===== config.mk =====
export PLATFORM = sky130hd
export DESIGN_NAME = quad_step_decoder
export DESIGN_NICKNAME = d
export VERILOG_FILES = /design/src/rtl/quad_step_decoder.sv
export SDC_FILE = /design/constraint.sdc
export NUM_CORES = 1
export LEC_CHECK = 0
export CELL_PAD_IN_SITES_DETAIL_PLACEMENT = 1
export CELL_PAD_IN_SITES_GLOBAL_PLACEMENT = 1
export CORE_UTILIZATION = 42
export CTS_CLUSTER_DIAMETER = 60
export DETAILED_ROUTE_END_ITERATION = 16
export GPL_ROUTABILITY_DRIVEN = 1
export PLACE_DENSITY_LB_ADDON = 0.1
export SYNTH_ARGS = -nofsm -noshare
export SYNTH_HDL_FRONTEND = slang
export SYNTH_SLANG_ARGS = --single-unit

===== constraint.sdc =====
create_clock -name clk -period 1.8 [get_ports clk]
set_clock_uncertainty 0.15 [all_clocks]
set_input_delay 0.18 -clock clk [delete_from_list [all_inputs] [get_ports clk]]
set_output_delay 0.18 -clock clk [all_outputs]
set_load 0.01 [all_outputs]

===== src/rtl/quad_step_decoder.sv =====
// Quadrature front end: synchronises and glitch-filters raw A/B pins, then decodes
// Gray-code transitions into a registered step pulse, a direction level and error flags.
module quad_step_decoder #(
  parameter int SYNC_STAGES = 2,
  parameter int FILT_CYCLES = 3
) (
  input  logic clk,
  input  logic rst,
  input  logic quad_a,
  input  logic quad_b,
  input  logic err_clr,
  output logic step,
  output logic up_down,
  output logic err,
  output logic err_sticky
);

  localparam int CNT_W  = (FILT_CYCLES > 1) ? $clog2(FILT_CYCLES) : 1;
  localparam int INIT_W = $clog2(SYNC_STAGES + 1);

  typedef enum logic {INIT, TRACK} state_t;

  state_t                state_q, state_d;
  logic [INIT_W-1:0]     init_cnt;
  logic [SYNC_STAGES-1:0] sync_a, sync_b;
  logic [1:0]            s_ab;            // {A, B} at the synchroniser output
  logic [1:0]            filt;            // {A, B} after the glitch filter
  logic [1:0][CNT_W-1:0] cnt;
  logic [1:0]            prev_ab;
  logic [1:0]            changed;
  logic                  step_d, err_d, dir_d;

  assign s_ab = {sync_a[SYNC_STAGES-1], sync_b[SYNC_STAGES-1]};

  // NOTE: sequential state uses non-blocking assignments so every flop samples
  // the pre-edge value of its neighbours, which is what makes the chain a shift register.
  always_ff @(posedge clk or posedge rst) begin
    if (rst) begin
      sync_a <= '0;
      sync_b <= '0;
    end else begin
      sync_a <= {sync_a[SYNC_STAGES-2:0], quad_a};
      sync_b <= {sync_b[SYNC_STAGES-2:0], quad_b};
    end
  end

  // A channel takes its new level only after FILT_CYCLES consecutive mismatching samples.
  always_ff @(posedge clk or posedge rst) begin
    if (rst) begin
      filt <= '0;
      cnt  <= '0;
    end else begin
      for (int i = 0; i < 2; i++) begin
        if (state_q == INIT) begin
          filt[i] <= s_ab[i];
          cnt[i]  <= '0;
        end else if (s_ab[i] == filt[i]) begin
          cnt[i] <= '0;
        end else if (cnt[i] == CNT_W'(FILT_CYCLES - 1)) begin
          filt[i] <= s_ab[i];
          cnt[i]  <= '0;
        end else begin
          cnt[i] <= cnt[i] + 1'b1;
        end
      end
    end
  end

  always_ff @(posedge clk or posedge rst) begin
    if (rst) begin
      state_q  <= INIT;
      init_cnt <= '0;
      prev_ab  <= '0;
    end else begin
      state_q  <= state_d;
      init_cnt <= (state_q == INIT) ? init_cnt + 1'b1 : '0;
      prev_ab  <= (state_q == INIT) ? s_ab : filt;
    end
  end

  assign changed = filt ^ prev_ab;

  // NOTE: every output of this block gets a default first, so no path can
  // leave a signal unassigned and infer a latch.
  always_comb begin
    state_d = state_q;
    step_d  = 1'b0;
    err_d   = 1'b0;
    dir_d   = up_down;
    unique case (state_q)
      INIT: begin
        if (init_cnt == INIT_W'(SYNC_STAGES)) state_d = TRACK;
      end
      TRACK: begin
        if (changed == 2'b11) begin
          err_d = 1'b1;
        end else if (changed != 2'b00) begin
          step_d = 1'b1;
          // Moving up, A changes to differ from B and B changes to equal A.
          dir_d  = changed[1] ? (filt[1] ^ filt[0]) : ~(filt[1] ^ filt[0]);
        end
      end
      default: state_d = INIT;
    endcase
  end

  always_ff @(posedge clk or posedge rst) begin
    if (rst) begin
      step       <= 1'b0;
      up_down    <= 1'b1;
      err        <= 1'b0;
      err_sticky <= 1'b0;
    end else begin
      step    <= step_d;
      up_down <= dir_d;
      err     <= err_d;
      // Setting wins over err_clr both on the clock that raises err and while err is high.
      if (err_d || err)  err_sticky <= 1'b1;
      else if (err_clr)  err_sticky <= 1'b0;
    end
  end

endmodule


[Yosys cells after proc, flatten, opt, wreduce, memory -nomap -nowiden]
Index checks and enable logic that the tools add are counted.
Word-level totals
  register bits after elaboration: 19
  input port bits: 5
  output and inout bits: 4
  word-level logic and storage cells: 60
Cells by class
  add/sub/neg operators: 3
  eq/ne operators: 10
  multiplexer cells: 24
  bitwise logic cells: 4
  reduce and logical (&&, ||, !) cells: 6
Operators by type and width (number)
  $mux W1: 16
  $mux W2: 8
  $eq A2 B2 Y1 const B: 4
  $add A2 B1 Y2 const B: 3
  $ne A2 B1 Y1 const B: 2
  $ne A2 B2 Y1 const B: 2
  $reduce_and A2 Y1: 2
  $reduce_bool A2 Y1: 2
  $reduce_and A3 Y1: 1
  $eq A1 B1 Y1: 2
  $not A1 Y1: 2
  $xor A2 B2 Y2: 1
  $logic_or A1 B1 Y1: 1
  $xor A1 B1 Y1: 1

[Depth between registers and ports, before layout]
Gate-level depths: netlist of the first run.
  depth after elaboration: 6
  mapped depth: 6
  gate-level depth less buffers: 6

[Worst setup path before layout of the first run]
Ideal clock, no wire load.
  path type: register to register
  start: register filt[0]
  end: register err_sticky
  library setup time: 0.124 ns
  data arrival time: 1.274 ns
  required time: 1.526 ns
  setup slack: 0.252 ns
  stages on the path, launching flop included: 6
  clock period less this slack: 1.548 ns
  cells stage by stage: dfrtp_1 > xnor2_1 > inv_1 > ha_1 > and2_1 > a211o_1
Between the ends
  longest elaborated chain between the ends: 6
Ends and longest elaborated chain
  start: declaration: RTL line 27  | logic [1:0] filt;
  start signal: indexed assignment: RTL line 55  | filt[i] <= s_ab[i];
  start signal: indexed assignment: RTL line 60  | filt[i] <= s_ab[i];
  $xor A2 B2 Y2 (*): RTL line 81  | assign changed = filt ^ prev_ab;
  $eq A2 B2 Y1 (*): RTL line 95  | if (changed == 2'b11) begin
  $mux W1 (*): RTL line 95
  $mux W1 (*): RTL line 90  | unique case (state_q)
  via err_d: RTL line 31  | logic step_d, err_d, dir_d;
  $logic_or A1 B1 Y1 (*): RTL line 118  | if (err_d || err) err_sticky <= 1'b1;
  $mux W1 / $reduce_bool A2 Y1 (equally long branches)
  end signal: assignment: RTL line 112  | err_sticky <= 1'b0;
  end signal: assignment: RTL line 118
  end signal: assignment: RTL line 119  | else if (err_clr) err_sticky <= 1'b0;
  end: declaration: RTL line 15  | output logic err_sticky
Mark *: on every way through the listed nets, which the timed path passes. The rest lies on a longest branch.
A chain may end at the register's enable or synchronous reset.

[Worst setup path in the final report of the first run]
  start: register up_down
  end: output up_down
RTL lines
  start: declaration: RTL line 13  | output logic up_down,
  start signal: assignment: RTL line 115  | up_down <= dir_d;
No word-level cell between the ends.

==> flow_summary.json, run 1 <==
{
  "hp-class": "in -> async",
  "postCtsHoldBufs": 0,
  "ys_async_sr_fraction_pct": 100.0,
  "synth-seq-area-share_pct": 64.58,
  "hold_violations": 0,
  "drtIter0Drc": 2,
  "maxSlewHeadroom_pct": 73.52,
  "avgRoutedWirePerCell_um": 11.51,
  "crit_family": "flip-flops",
  "max_freq_ghz": 0.5991,
  "grt_pass1_vias": 427,
  "final_area_um2": 867.1,
  "cts-resized-gates": 0,
  "tightest_slew_ps": 397.2,
  "insertedDiodeCount": 0,
  "setup_violations": 0,
  "worst-path-buf-inv": 1,
  "antenna_found_initial": 0,
  "cts_tree": "done",
  "die_area_mm2": 0.001929,
  "htreeDepth": 1,
  "synthDistinctLibCells": 17,
  "synth_edf_count": 0,
  "cp_slowest_cell": "dfstp_2",
  "cts-root-buf": "clkbuf_4",
  "leakage_nw": 0.3954,
  "ir_drop_mv": 0.8592,
  "post-dp-hpwl_um": 678.3,
  "cts_num_sinks": 19,
  "syn_avg_cell_area_um2": 13.67,
  "port_buffers": 8,
  "layout_commonest_cell": "dfrtp_1",
  "antenna_left": 0,
  "place_area_um2": 840.8,
  "drv_slew": 0,
  "clk_pin_slew_ps": 100,
  "path_max_fanout": 2,
  "clk_latency_ps": 280,
  "yosysWarnings": 0,
  "post-cts-setup-buffer-count": 0,
  "cts_buffers": 3,
  "final_net_count": 75,
  "status": "finished, violations left",
  "grt_max_degree": 20,
  "slowest_delay_ps": 530,
  "drcViolationCount": 1,
  "drive_gt1_share_pct": 18.18,
  "pin_count": 9,
  "fill_cells": 167,
  "synth-seq-cells": 19,
  "timing.max_cap.violations": 0,
  "min_period_over_period_pct": 92.73,
  "critPathLaunchType": "register",
  "rsz0062_at_grt": "no",
  "num_vias": 411,
  "path_cells": "clkdlybuf4s50_1",
  "drt_first_pass_iters": 11,
  "synth_cells": 54,
  "initial_core_util_pct": 46.83,
  "end_kind": "output port",
  "area_delta_synth_final_pct": 17.46,
  "fin_tns_setup_ps": 0,
  "grt_usage_pct": 12.86,
  "wirelength_um": 944,
  "syn_area_um2": 738.2,
  "core_mm2": 0.001577,
  "arrival_ps": 1340,
  "grt_pass1_wl_um": 1738,
  "critical_path_class": "reg -> out",
  "place.gp.congestion": 0.6129,
  "chipWidth_um": 43.93,
  "final_cell_mix": "dfrtp_1, clkdlybuf4s50_1, inv_1",
  "num_rows": 14,
  "failed_checks": "design-rule violations",
  "synth_nets": 62,
  "die_y_um": 43.93,
  "fin_crit_ps": 1669,
  "cp_data_required_time_ps": 1470,
  "grt_overflow": 0,
  "ys.flop_type": "dfrtp_1",
  "clockBufferDepth": 2,
  "power.density_mw_per_mm2": 1631,
  "vias_per_cell": 5.012
}
[logic make-up after synthesis]
| group | count (synthesis) | share of synthesized area (%) |
|---|---|---|
| fa+ha+maj | 3 | 5.085 |
| xor+xnor | 5 | 5.932 |
| compound gates | 3 | 2.543 |
| simple gates | 11 | 10.00 |
| mux | 5 | 7.627 |
| flops | 19 | 64.58 |
| buf+inv | 8 | 4.237 |
[per-stage QoR]
stage	instances	util [%]	total power, mW	setup WS (ps)	hold slack, ps
2_1_floorplan	54	-	1.066	252.1	-19.61
3_3_place_gp	78	53.33	1.226	216.2	181.5
3_5_place_dp	78	53.33	1.236	189.7	189.5
4_1_cts	82	55.00	1.446	107.2	57.76
5_1_grt	82	55.00	1.546	50.87	96.49
6_report	82	55.00	1.414	130.9	54.44
[power by group]
part	switching [mW]	internal, mW
clock	0.115	0.0860
combinational	0.209	0.334
sequential	0.0940	0.576
[sequential cells by signal (all words and copies together), names as in the netlist]
register and cells:
step 1, state_q 1, cnt 4, sync_a 2, sync_b 2, init_cnt 2, up_down 1, filt 2
prev_ab 2, err 1, err_sticky 1
[cell usage after synthesis, drive strengths merged, types with 2 or more instances]
cell type / count / area, um^2
nor4b: 2 / 17.52
o21ai: 2 / 10.01
ha: 3 / 37.54
and2: 2 / 12.51
xnor2: 4 / 35.03
nor2: 3 / 11.26
dfrtp: 18 / 450.4
mux2: 5 / 56.30
inv: 7 / 26.28
[worst paths after layout]
check,start,to,slack [ps],cells past startpoint
max in group asynchronous,rst,up_down$_DFFE_PP1P_,1190,3
min reg2reg,sync_a[0]$_DFF_PP0_,sync_a[1]$_DFF_PP0_,210,0
max reg2reg,filt[0]$_DFFE_PP0P_,up_down$_DFFE_PP1P_,180,6
max,up_down$_DFFE_PP1P_,up_down,130,1
min,rst,cnt[0]$_DFF_PP0_,50,3
min in group clk,quad_b,sync_b[0]$_DFF_PP0_,170,1
[routing by layer]
layer	wire length, um	vias to the layer above	share of wire, %	GRT usage (%)
li1	-	201	-	-
met1	470	201	50	16.30
met2	437	9	46	19.70
met3	37	0	3.9	2.500
met4	0	0	0	9.091
met5	0	-	0	0
[worst register-to-register path: cells and delay by family, from the launching register on]
kind | cells | cell delay, ps
multiplexers | 1 | 280
XOR/XNOR | 1 | 230
adder cells (fa/ha/maj) | 1 | 200
flip-flops | 1 | 450
buffers and inverters | 1 | 70
AND/OR/NAND/NOR | 2 | 170
[area by class of cell]
cell class                      instances  area, um^2  area share, %
Sequential cell                        19       476.7          54.98
Timing Repair Buffer                    9       87.58          10.10
Tap cell                               16       20.02          2.309
Multi-Input combinational cell         27       230.2          26.55
Clock buffer                            4       26.28          3.030
Inverter                                7       26.28          3.030
Note: power is estimated with default switching activity, not from simulation.
==> run 2: changes to the inputs <==
SLEW_MARGIN = 30   (was default)
==> results of run 2 <==
No change in the layout: final DEF, timing and power equal those of run 1.
